### src/rtl/cpu_ctrl_pkg.sv
// ---------------------------------------------------------------------------
// cpu_ctrl_pkg
// Shared definitions for the hardwired CPU controller:
//   - opcode field / step counter widths
//   - opcode values (IR[31:27])
//   - controller state encoding
//   - instruction classes produced by ctrl_decode
//   - strobe bundle used internally by control_unit
// ---------------------------------------------------------------------------
package cpu_ctrl_pkg;

    localparam int OPC_W  = 5;
    localparam int STEP_W = 3;

    // Execute steps are numbered T3..T7 so the counter value equals the step.
    localparam logic [STEP_W-1:0] FIRST_EX_STEP = 3'd3;

    localparam logic [OPC_W-1:0] OP_LD   = 5'd0;
    localparam logic [OPC_W-1:0] OP_LDI  = 5'd1;
    localparam logic [OPC_W-1:0] OP_ST   = 5'd2;
    localparam logic [OPC_W-1:0] OP_ADD  = 5'd3;
    localparam logic [OPC_W-1:0] OP_SUB  = 5'd4;
    localparam logic [OPC_W-1:0] OP_AND  = 5'd5;
    localparam logic [OPC_W-1:0] OP_OR   = 5'd6;
    localparam logic [OPC_W-1:0] OP_ROR  = 5'd7;
    localparam logic [OPC_W-1:0] OP_ROL  = 5'd8;
    localparam logic [OPC_W-1:0] OP_SHR  = 5'd9;
    localparam logic [OPC_W-1:0] OP_SHRA = 5'd10;
    localparam logic [OPC_W-1:0] OP_SHL  = 5'd11;
    localparam logic [OPC_W-1:0] OP_ADDI = 5'd12;
    localparam logic [OPC_W-1:0] OP_ANDI = 5'd13;
    localparam logic [OPC_W-1:0] OP_ORI  = 5'd14;
    localparam logic [OPC_W-1:0] OP_DIV  = 5'd15;
    localparam logic [OPC_W-1:0] OP_MUL  = 5'd16;
    localparam logic [OPC_W-1:0] OP_NEG  = 5'd17;
    localparam logic [OPC_W-1:0] OP_NOT  = 5'd18;
    localparam logic [OPC_W-1:0] OP_BR   = 5'd19;
    localparam logic [OPC_W-1:0] OP_JR   = 5'd20;
    localparam logic [OPC_W-1:0] OP_JAL  = 5'd21;
    localparam logic [OPC_W-1:0] OP_IN   = 5'd22;
    localparam logic [OPC_W-1:0] OP_OUT  = 5'd23;
    localparam logic [OPC_W-1:0] OP_MFHI = 5'd24;
    localparam logic [OPC_W-1:0] OP_MFLO = 5'd25;
    localparam logic [OPC_W-1:0] OP_NOP  = 5'd26;
    localparam logic [OPC_W-1:0] OP_HALT = 5'd27;

    // Address arithmetic (ld/ldi/st/br) always uses the ALU's add function.
    localparam logic [OPC_W-1:0] ALU_ADD = OP_ADD;

    typedef enum logic [2:0] {
        ST_IDLE,
        ST_T0,
        ST_T1,
        ST_T2,
        ST_EX,
        ST_HALT
    } state_t;

    typedef enum logic [3:0] {
        CL_LOAD,
        CL_LOADI,
        CL_STORE,
        CL_ALU3,
        CL_ALUI,
        CL_MULDIV,
        CL_UNARY,
        CL_BR,
        CL_JR,
        CL_JAL,
        CL_IN,
        CL_OUT,
        CL_MFHI,
        CL_MFLO,
        CL_NOP,
        CL_HALT
    } iclass_t;

    typedef struct packed {
        logic pc_out;
        logic pc_in;
        logic inc_pc;
        logic mar_in;
        logic mem_read;
        logic mdr_in;
        logic mdr_out;
        logic ram_enable;
        logic ir_in;
        logic y_in;
        logic z_in;
        logic zlow_out;
        logic zhigh_out;
        logic hi_in;
        logic lo_in;
        logic hi_out;
        logic lo_out;
        logic gra;
        logic grb;
        logic grc;
        logic r_in;
        logic r_out;
        logic ba_out;
        logic c_out;
        logic con_in;
        logic inport_out;
        logic outport_in;
        logic r15_in;
    } strobes_t;

endpackage

### src/rtl/ctrl_decode.sv
// ---------------------------------------------------------------------------
// ctrl_decode
// Purely combinational opcode classifier.
//   opcode_i    : IR[31:27]
//   iclass_o    : instruction class driving the execute-step decode
//   last_step_o : index (3..7) of the final execute step for this class
// Opcodes 28..31 are treated as nop.
// ---------------------------------------------------------------------------
module ctrl_decode
    import cpu_ctrl_pkg::*;
(
    input  logic [OPC_W-1:0]  opcode_i,
    output iclass_t           iclass_o,
    output logic [STEP_W-1:0] last_step_o
);

    always_comb begin
        unique case (opcode_i)
            OP_LD:   iclass_o = CL_LOAD;
            OP_LDI:  iclass_o = CL_LOADI;
            OP_ST:   iclass_o = CL_STORE;
            OP_ADD, OP_SUB, OP_AND, OP_OR, OP_ROR,
            OP_ROL, OP_SHR, OP_SHRA, OP_SHL:
                     iclass_o = CL_ALU3;
            OP_ADDI, OP_ANDI, OP_ORI:
                     iclass_o = CL_ALUI;
            OP_DIV, OP_MUL:
                     iclass_o = CL_MULDIV;
            OP_NEG, OP_NOT:
                     iclass_o = CL_UNARY;
            OP_BR:   iclass_o = CL_BR;
            OP_JR:   iclass_o = CL_JR;
            OP_JAL:  iclass_o = CL_JAL;
            OP_IN:   iclass_o = CL_IN;
            OP_OUT:  iclass_o = CL_OUT;
            OP_MFHI: iclass_o = CL_MFHI;
            OP_MFLO: iclass_o = CL_MFLO;
            OP_HALT: iclass_o = CL_HALT;
            default: iclass_o = CL_NOP;
        endcase
    end

    always_comb begin
        unique case (iclass_o)
            CL_LOAD, CL_STORE:           last_step_o = 3'd7;
            CL_MULDIV, CL_BR:            last_step_o = 3'd6;
            CL_LOADI, CL_ALU3, CL_ALUI:  last_step_o = 3'd5;
            CL_UNARY, CL_JAL:            last_step_o = 3'd4;
            default:                     last_step_o = 3'd3;
        endcase
    end

endmodule

### src/rtl/control_unit.sv
// ---------------------------------------------------------------------------
// control_unit
// Hardwired Moore controller sequencing the datapath through fetch (T0..T2)
// and execute (T3..T7).
//   clock  : system clock, rising edge
//   clear  : asynchronous active-high reset -> IDLE, all outputs 0
//   run    : permits leaving IDLE / chaining into the next fetch
//   ir     : instruction register contents (opcode = ir[31:27])
//   con    : branch condition from the CON flip-flop
//   halted : high while parked in HALT
//   strobes: one-cycle bus / register / memory / I/O controls
//   alu_op : ALU function select (opcode encoding), 0 unless Zin is high
// ---------------------------------------------------------------------------
module control_unit
    import cpu_ctrl_pkg::*;
(
    input  logic        clock,
    input  logic        clear,
    input  logic        run,
    input  logic [31:0] ir,
    input  logic        con,
    output logic        halted,
    output logic        PCout,
    output logic        PCin,
    output logic        IncPC,
    output logic        MARin,
    output logic        memRead,
    output logic        MDRin,
    output logic        MDRout,
    output logic        ramEnable,
    output logic        IRin,
    output logic        Yin,
    output logic        Zin,
    output logic        Zlowout,
    output logic        Zhighout,
    output logic        HIin,
    output logic        LOin,
    output logic        HIout,
    output logic        LOout,
    output logic        Gra,
    output logic        Grb,
    output logic        Grc,
    output logic        Rin,
    output logic        Rout,
    output logic        BAout,
    output logic        Cout,
    output logic        CONin,
    output logic        InPort_Out,
    output logic        OutPort_In,
    output logic        R15in,
    output logic [4:0]  alu_op
);

    state_t            state_q, state_d;
    logic [STEP_W-1:0] step_q, step_d;
    iclass_t           iclass;
    logic [STEP_W-1:0] last_step;
    logic [OPC_W-1:0]  opcode;
    strobes_t          st;
    logic [OPC_W-1:0]  alu_op_c;
    logic              ir_operands_unused;

    assign opcode = ir[31:27];
    // Operand fields are consumed by the datapath, not by the controller.
    assign ir_operands_unused = ^ir[26:0];

    ctrl_decode u_decode (
        .opcode_i    (opcode),
        .iclass_o    (iclass),
        .last_step_o (last_step)
    );

    // ---------------- next-state logic ----------------
    always_comb begin
        // NOTE: every combinational output gets a default first so no path
        // leaves it unassigned (which would infer a latch).
        state_d = state_q;
        step_d  = step_q;
        unique case (state_q)
            ST_IDLE: if (run) state_d = ST_T0;
            ST_T0:   state_d = ST_T1;
            ST_T1:   state_d = ST_T2;
            ST_T2: begin
                state_d = ST_EX;
                step_d  = FIRST_EX_STEP;
            end
            ST_EX: begin
                if (step_q == last_step) begin
                    step_d = FIRST_EX_STEP;
                    if (iclass == CL_HALT) state_d = ST_HALT;
                    else                   state_d = run ? ST_T0 : ST_IDLE;
                end else begin
                    step_d = step_q + 3'd1;
                end
            end
            ST_HALT: state_d = ST_HALT;
            default: state_d = ST_IDLE;
        endcase
    end

    // NOTE: state registers use non-blocking assignments so every flop
    // samples the pre-edge value of its inputs.
    always_ff @(posedge clock or posedge clear) begin
        if (clear) begin
            state_q <= ST_IDLE;
            step_q  <= FIRST_EX_STEP;
        end else begin
            state_q <= state_d;
            step_q  <= step_d;
        end
    end

    // ---------------- strobe decode ----------------
    always_comb begin
        st       = '0;
        alu_op_c = '0;
        unique case (state_q)
            ST_T0: begin
                st.pc_out = 1'b1; st.mar_in = 1'b1; st.inc_pc = 1'b1;
            end
            ST_T1: begin
                st.mem_read = 1'b1; st.mdr_in = 1'b1;
            end
            ST_T2: begin
                st.mdr_out = 1'b1; st.ir_in = 1'b1;
            end
            ST_EX: begin
                unique case (iclass)
                    // ld / ldi / st share the effective-address computation.
                    CL_LOAD, CL_LOADI, CL_STORE: begin
                        unique case (step_q)
                            3'd3: begin st.grb = 1'b1; st.ba_out = 1'b1; st.y_in = 1'b1; end
                            3'd4: begin st.c_out = 1'b1; st.z_in = 1'b1; alu_op_c = ALU_ADD; end
                            3'd5: begin
                                st.zlow_out = 1'b1;
                                if (iclass == CL_LOADI) begin
                                    st.gra = 1'b1; st.r_in = 1'b1;
                                end else begin
                                    st.mar_in = 1'b1;
                                end
                            end
                            3'd6: begin
                                if (iclass == CL_LOAD) begin
                                    st.mem_read = 1'b1; st.mdr_in = 1'b1;
                                end else begin
                                    st.gra = 1'b1; st.r_out = 1'b1; st.mdr_in = 1'b1;
                                end
                            end
                            default: begin
                                if (iclass == CL_LOAD) begin
                                    st.mdr_out = 1'b1; st.gra = 1'b1; st.r_in = 1'b1;
                                end else begin
                                    st.ram_enable = 1'b1;
                                end
                            end
                        endcase
                    end
                    CL_ALU3, CL_ALUI: begin
                        unique case (step_q)
                            3'd3: begin st.grb = 1'b1; st.r_out = 1'b1; st.y_in = 1'b1; end
                            3'd4: begin
                                st.z_in  = 1'b1;
                                alu_op_c = opcode;
                                if (iclass == CL_ALU3) begin
                                    st.grc = 1'b1; st.r_out = 1'b1;
                                end else begin
                                    st.c_out = 1'b1;
                                end
                            end
                            default: begin st.zlow_out = 1'b1; st.gra = 1'b1; st.r_in = 1'b1; end
                        endcase
                    end
                    CL_MULDIV: begin
                        unique case (step_q)
                            3'd3: begin st.gra = 1'b1; st.r_out = 1'b1; st.y_in = 1'b1; end
                            3'd4: begin st.grb = 1'b1; st.r_out = 1'b1; st.z_in = 1'b1; alu_op_c = opcode; end
                            3'd5: begin st.zlow_out = 1'b1; st.lo_in = 1'b1; end
                            default: begin st.zhigh_out = 1'b1; st.hi_in = 1'b1; end
                        endcase
                    end
                    CL_UNARY: begin
                        if (step_q == 3'd3) begin
                            st.grb = 1'b1; st.r_out = 1'b1; st.z_in = 1'b1; alu_op_c = opcode;
                        end else begin
                            st.zlow_out = 1'b1; st.gra = 1'b1; st.r_in = 1'b1;
                        end
                    end
                    CL_BR: begin
                        unique case (step_q)
                            3'd3: begin st.gra = 1'b1; st.r_out = 1'b1; st.con_in = 1'b1; end
                            3'd4: begin st.pc_out = 1'b1; st.y_in = 1'b1; end
                            3'd5: begin st.c_out = 1'b1; st.z_in = 1'b1; alu_op_c = ALU_ADD; end
                            // Branch not taken leaves the final step idle.
                            default: begin st.zlow_out = con; st.pc_in = con; end
                        endcase
                    end
                    CL_JR: begin
                        st.gra = 1'b1; st.r_out = 1'b1; st.pc_in = 1'b1;
                    end
                    CL_JAL: begin
                        if (step_q == 3'd3) begin
                            st.pc_out = 1'b1; st.r15_in = 1'b1;
                        end else begin
                            st.gra = 1'b1; st.r_out = 1'b1; st.pc_in = 1'b1;
                        end
                    end
                    CL_IN:   begin st.inport_out = 1'b1; st.gra = 1'b1; st.r_in = 1'b1; end
                    CL_OUT:  begin st.gra = 1'b1; st.r_out = 1'b1; st.outport_in = 1'b1; end
                    CL_MFHI: begin st.hi_out = 1'b1; st.gra = 1'b1; st.r_in = 1'b1; end
                    CL_MFLO: begin st.lo_out = 1'b1; st.gra = 1'b1; st.r_in = 1'b1; end
                    default: ; // nop and halt drive nothing during T3
                endcase
            end
            default: ; // IDLE and HALT drive no strobes
        endcase
    end

    assign halted     = (state_q == ST_HALT);
    assign alu_op     = alu_op_c;
    assign PCout      = st.pc_out;
    assign PCin       = st.pc_in;
    assign IncPC      = st.inc_pc;
    assign MARin      = st.mar_in;
    assign memRead    = st.mem_read;
    assign MDRin      = st.mdr_in;
    assign MDRout     = st.mdr_out;
    assign ramEnable  = st.ram_enable;
    assign IRin       = st.ir_in;
    assign Yin        = st.y_in;
    assign Zin        = st.z_in;
    assign Zlowout    = st.zlow_out;
    assign Zhighout   = st.zhigh_out;
    assign HIin       = st.hi_in;
    assign LOin       = st.lo_in;
    assign HIout      = st.hi_out;
    assign LOout      = st.lo_out;
    assign Gra        = st.gra;
    assign Grb        = st.grb;
    assign Grc        = st.grc;
    assign Rin        = st.r_in;
    assign Rout       = st.r_out;
    assign BAout      = st.ba_out;
    assign Cout       = st.c_out;
    assign CONin      = st.con_in;
    assign InPort_Out = st.inport_out;
    assign OutPort_In = st.outport_in;
    assign R15in      = st.r15_in;

endmodule
### config.mk
export PLATFORM = sky130hd
export DESIGN_NAME = control_unit
export DESIGN_NICKNAME = d
export VERILOG_FILES = /design/src/rtl/cpu_ctrl_pkg.sv /design/src/rtl/ctrl_decode.sv /design/src/rtl/control_unit.sv
export SDC_FILE = /design/constraint.sdc
export NUM_CORES = 1
export LEC_CHECK = 0
export CORE_MARGIN = 2
export CORE_UTILIZATION = 45
export CTS_BUF_LIST = sky130_fd_sc_hd__clkbuf_4 sky130_fd_sc_hd__clkbuf_8
export DETAILED_ROUTE_END_ITERATION = 8
export PLACE_DENSITY = 0.88
export RECOVER_POWER = 100
export SETUP_SLACK_MARGIN = 0.2
export SLEW_MARGIN = 40
export SYNTH_ARGS = -nofsm -noshare
export SYNTH_HDL_FRONTEND = slang
export SYNTH_SLANG_ARGS = --single-unit
### constraint.sdc
create_clock -name clock -period 3.5 [get_ports clock]
set_clock_uncertainty 0.05 [all_clocks]
set_input_delay 0.35 -clock clock [delete_from_list [all_inputs] [get_ports clock]]
set_output_delay 0.35 -clock clock [all_outputs]
set_load 0.005 [all_outputs]
==> results.txt <==
----------------------------------------------------
[Outcome]
  Status ... completed

[Yosys]
  Async set or reset register ratio after synthesis ... 100.0%
  Number of warnings issued by yosys ... 0
  Net count of the mapped netlist ... 263
  Synthesized instance count ... 219
  Post-synth EDFFs ... 0
  Post-synthesis instance area ... 1406 sq um
  Dominant register cell in the synthesized netlist ... dfrtp_1
  Sequential cell area fraction in the yosys report ... 10.85%
  Synth Area per Inst ... 6.422 sq um
  Flop and latch count out of synthesis ... 6
  Synth unique cells ... 52

[Routing]
  Post-route DRC ... 0
  Routed length per placed instance ... 15.11 um
  Number of iterations in the first detailed-routing pass ... 4
  Total wire length ... 4.563 mm
  DR vias ... 1819
  Average vias per placed instance ... 6.023
  Number of design-rule violations left by the first detailed-router iteration ... 143
  Antenna violation net count after detailed routing ... 0

[Timing]
  Peak clock frequency supported by timing ... 0.3015 GHz
  Worst hold slack ... 0.4038 ns
  Headroom to the max-slew limit ... 54.11%
  Setup_tns ... 0 ns
  Setup repair after global routing missed its margin ... true
  Worst Tran Pin Value ... 0.6884 ns
  Pins Over Slew Limit ... 0
  Final worst-path cycle share ... 94.77%
  Final Hold Viols ... 0
  Final critical-path required period ... 3.317 ns
  Final setup violating endpoints ... 0

[Placed design]
  Placed Area ... 1923 sq um
  Global placer's final weighted congestion ... 0.9574
  Port Buffers ... 42
  Half-perimeter wire length after detailed placement ... 3.606 mm

[Pwr]
  Sum of internal, switching and leakage power ... 0.0008102 W
  LEAKAGE ... 0.8553 nW
  Sequential group share of total power ... 19.5%
  Switching Power ... 0.0003948 W
  Proportion of power drawn by the clock network ... 9.0%
  Switch share ... 48.73%
  Fraction of power consumed by combinational cells ... 71.4%
  Internal ... 0.0004154 W
  Power density relative to cell area ... 411.4 nW/um^2
  Peak VDD IR ... 0.4241 mV

[Die]
  Full die area ... 3589 sq um
  Core area ... 3003 sq um
  Y dimension of the die ... 59.91 um
  Initial core utilization ... 46.83%
  Horizontal die dimension ... 59.91 um
  Number of standard-cell rows in the floorplan ... 20
  Total I/O pin count ... 70

[Clock tree]
  Clock Path Buffers ... 2
  Clk sink count ... 6
  Clock tree from TritonCTS ... built
  Hold buffers post-CTS ... 0
  Number of H-tree branching levels ... 1
  CTS buffer count ... 3
  Later-pin clock latency in the skew report ... 0.24 ns
  Cell chosen for the clock root ... clkbuf_4
  Clock-pin slew of the registers on the worst-case setup and hold paths ... 0.05 ns

[Setup path]
  Largest fanout on the critical path ... 6
  Endpoint of the worst register-to-register path ... step_q[2]
  Worst EP required ... 3.10 ns
  Startpoint of the worst-slack reg-to-reg timing path ... state_q[1]
  Worst setup SP type ... primary input
  Internal reg-to-reg setup slack ... 1.61 ns
  R2R depth ... 5
  Worst EP arrival ... 2.92 ns
  Type of destination of the critical path ... primary output
  Setup Crit Path Kind ... in -> out

[Final layout]
  Post-Layout Inst Area ... 1969 sq um
  Number of inserted filler cells in the final layout ... 269
  Antenna diode instance count ... 0
  Finished Core Util ... 65.58%
  Share of post-route cells with drive strength above 1 ... 11.90%
  Number of nets in the layout ... 314
  Total area of multi-input combinational cells ... 1141 sq um
  Footprint of the flip-flops and latches ... 152.6 sq um
  Area growth from synthesis to layout ... 40.04%

[GRT]
  All-layer global routing usage ... 26.18%
  Via count of the first global-routing pass ... 1622
  Initial antenna violation count ... 0
  Total congestion overflow after global routing ... 0
  Pin count of the biggest net entering global routing ... 20
  Wire length of the first global-routing pass ... 7.362 mm

[Worst hold path]
  Tightest Hold Check Type ... in -> async

[Run]
  Maximum Capacitance Violations ... 0

----------------------------------------------------
==> flip-flops by register name (all words and copies together), names as in the netlist <==
register  flops
state_q       3
step_q        3
==> power by group through the flow <==
stage | logic, W | registers (W) | clock network (W)
3_3_place_gp | 0.000565 | 0.000156 | 0
3_5_place_dp | 0.000583 | 0.000158 | 0
4_1_cts | 0.000585 | 0.000158 | 0.0000770
5_1_grt | 0.000641 | 0.000167 | 0.0000809
2_1_floorplan | 0.000387 | 0.000138 | 0
6_report | 0.000579 | 0.000158 | 0.0000732
==> worst max-delay path, stage by stage <==
cell and delay (ns):
clkdlybuf4s50_1 0.49, inv_1 0.11, ha_1 0.32, nor2b_1 0.12, o31a_1 0.16, buf_4 0.15
nand3_1 0.15, or2_2 0.36, a31oi_1 0.13, dlygate4sd3_1 0.58
==> layout make-up <==
class                   count  area share, %
clock buffers               4          1.525
inverters                  11          2.097
multi-input cells         187          57.94
flip-flops and latches      6          7.751
well taps                  33          2.097
repair buffers             61          28.59
==> synthesized netlist by cell type (2+ instances only) <==
cell type | count | share of area [%]
buf_2 | 4 | 1.4
inv_1 | 11 | 2.9
o31ai_1 | 4 | 2.1
nor3_1 | 10 | 3.6
dfrtp_1 | 4 | 7.1
o21a_1 | 4 | 2.1
nor2b_1 | 4 | 1.8
nor2_1 | 33 | 8.8
buf_6 | 2 | 1.6
o21ai_0 | 13 | 4.6
a22oi_1 | 2 | 1.1
or3_1 | 2 | 0.89
nand2_1 | 18 | 4.8
nand2b_1 | 7 | 3.1
o211ai_1 | 3 | 1.6
ha_1 | 8 | 7.1
nand3b_1 | 5 | 2.7
xnor2_1 | 4 | 2.5
nand3_1 | 9 | 3.2
buf_1 | 2 | 0.53
dfstp_2 | 2 | 3.7
a21oi_1 | 18 | 6.4
a31oi_1 | 7 | 3.1
o22ai_1 | 2 | 0.89
a21o_1 | 4 | 2.1
clkbuf_1 | 6 | 1.6
and2_1 | 4 | 1.8
nor3b_1 | 3 | 1.6
==> layout by cell type, fill, tap and decap left out, drive strengths merged, types with 5 or more instances in the layout <==
cell type / count
a21oi: 18
a31oi: 7
and2: 5
buf: 18
clkbuf: 5
clkdlybuf4s50: 10
dlygate4sd3: 26
ha: 8
inv: 11
nand2: 18
nand2b: 7
nand3: 9
nand3b: 5
nor2: 33
nor3: 10
o21ai: 13
o31ai: 5
==> layer usage <==
layer | up-vias | track usage (%) | share of wire, %
li1 | 883 | - | -
met1 | 829 | 33.20 | 42
met2 | 94 | 45.81 | 49
met3 | 13 | 0.6494 | 6.8
met4 | 0 | 11.75 | 2.8
met5 | - | 0 | 0
==> cell families (layout without fill, tap and decap cells) <==
family / after synthesis / count (layout) / share of synthesized area, %
adders and majority gates: 8 / 8 / 7.118
AOI/OAI and AO/OA: 69 / 69 / 32.47
DFF: 6 / 6 / 10.85
and+or+nand+nor: 105 / 105 / 37.72
xor gates and xnor gates: 4 / 4 / 2.491
buffers and inverters: 26 / 76 / 8.630
muxes: 1 / 1 / 0.7118
==> stage by stage <==
step / worst slack [ns] / cells
final: 0.1832 / 302
after global routing: 0.07853 / 302
after CTS: 0.2162 / 301
after detailed placement: 0.09245 / 297
after global placement: 0.1843 / 297
after floorplan: 0.8728 / 219
==> timing repair <==
item	in CTS	in global routing
pin swaps	0	1
setup endpoints to repair	3	12
gates resized for setup	3	6
setup buffers	0	1
==> how the worst max path moves through the flow <==
stage          slack (ns)    from         to
4_1_cts              0.22  ir[27]  alu_op[3]
3_5_place_dp         0.09  ir[31]       PCin
5_1_grt              0.08  ir[28]  alu_op[3]
3_3_place_gp         0.18  ir[31]       PCin
6_report             0.18  ir[27]    Zlowout
2_1_floorplan        0.87  ir[28]  alu_op[2]
No activity file was read; power rests on OpenSTA's default activity.
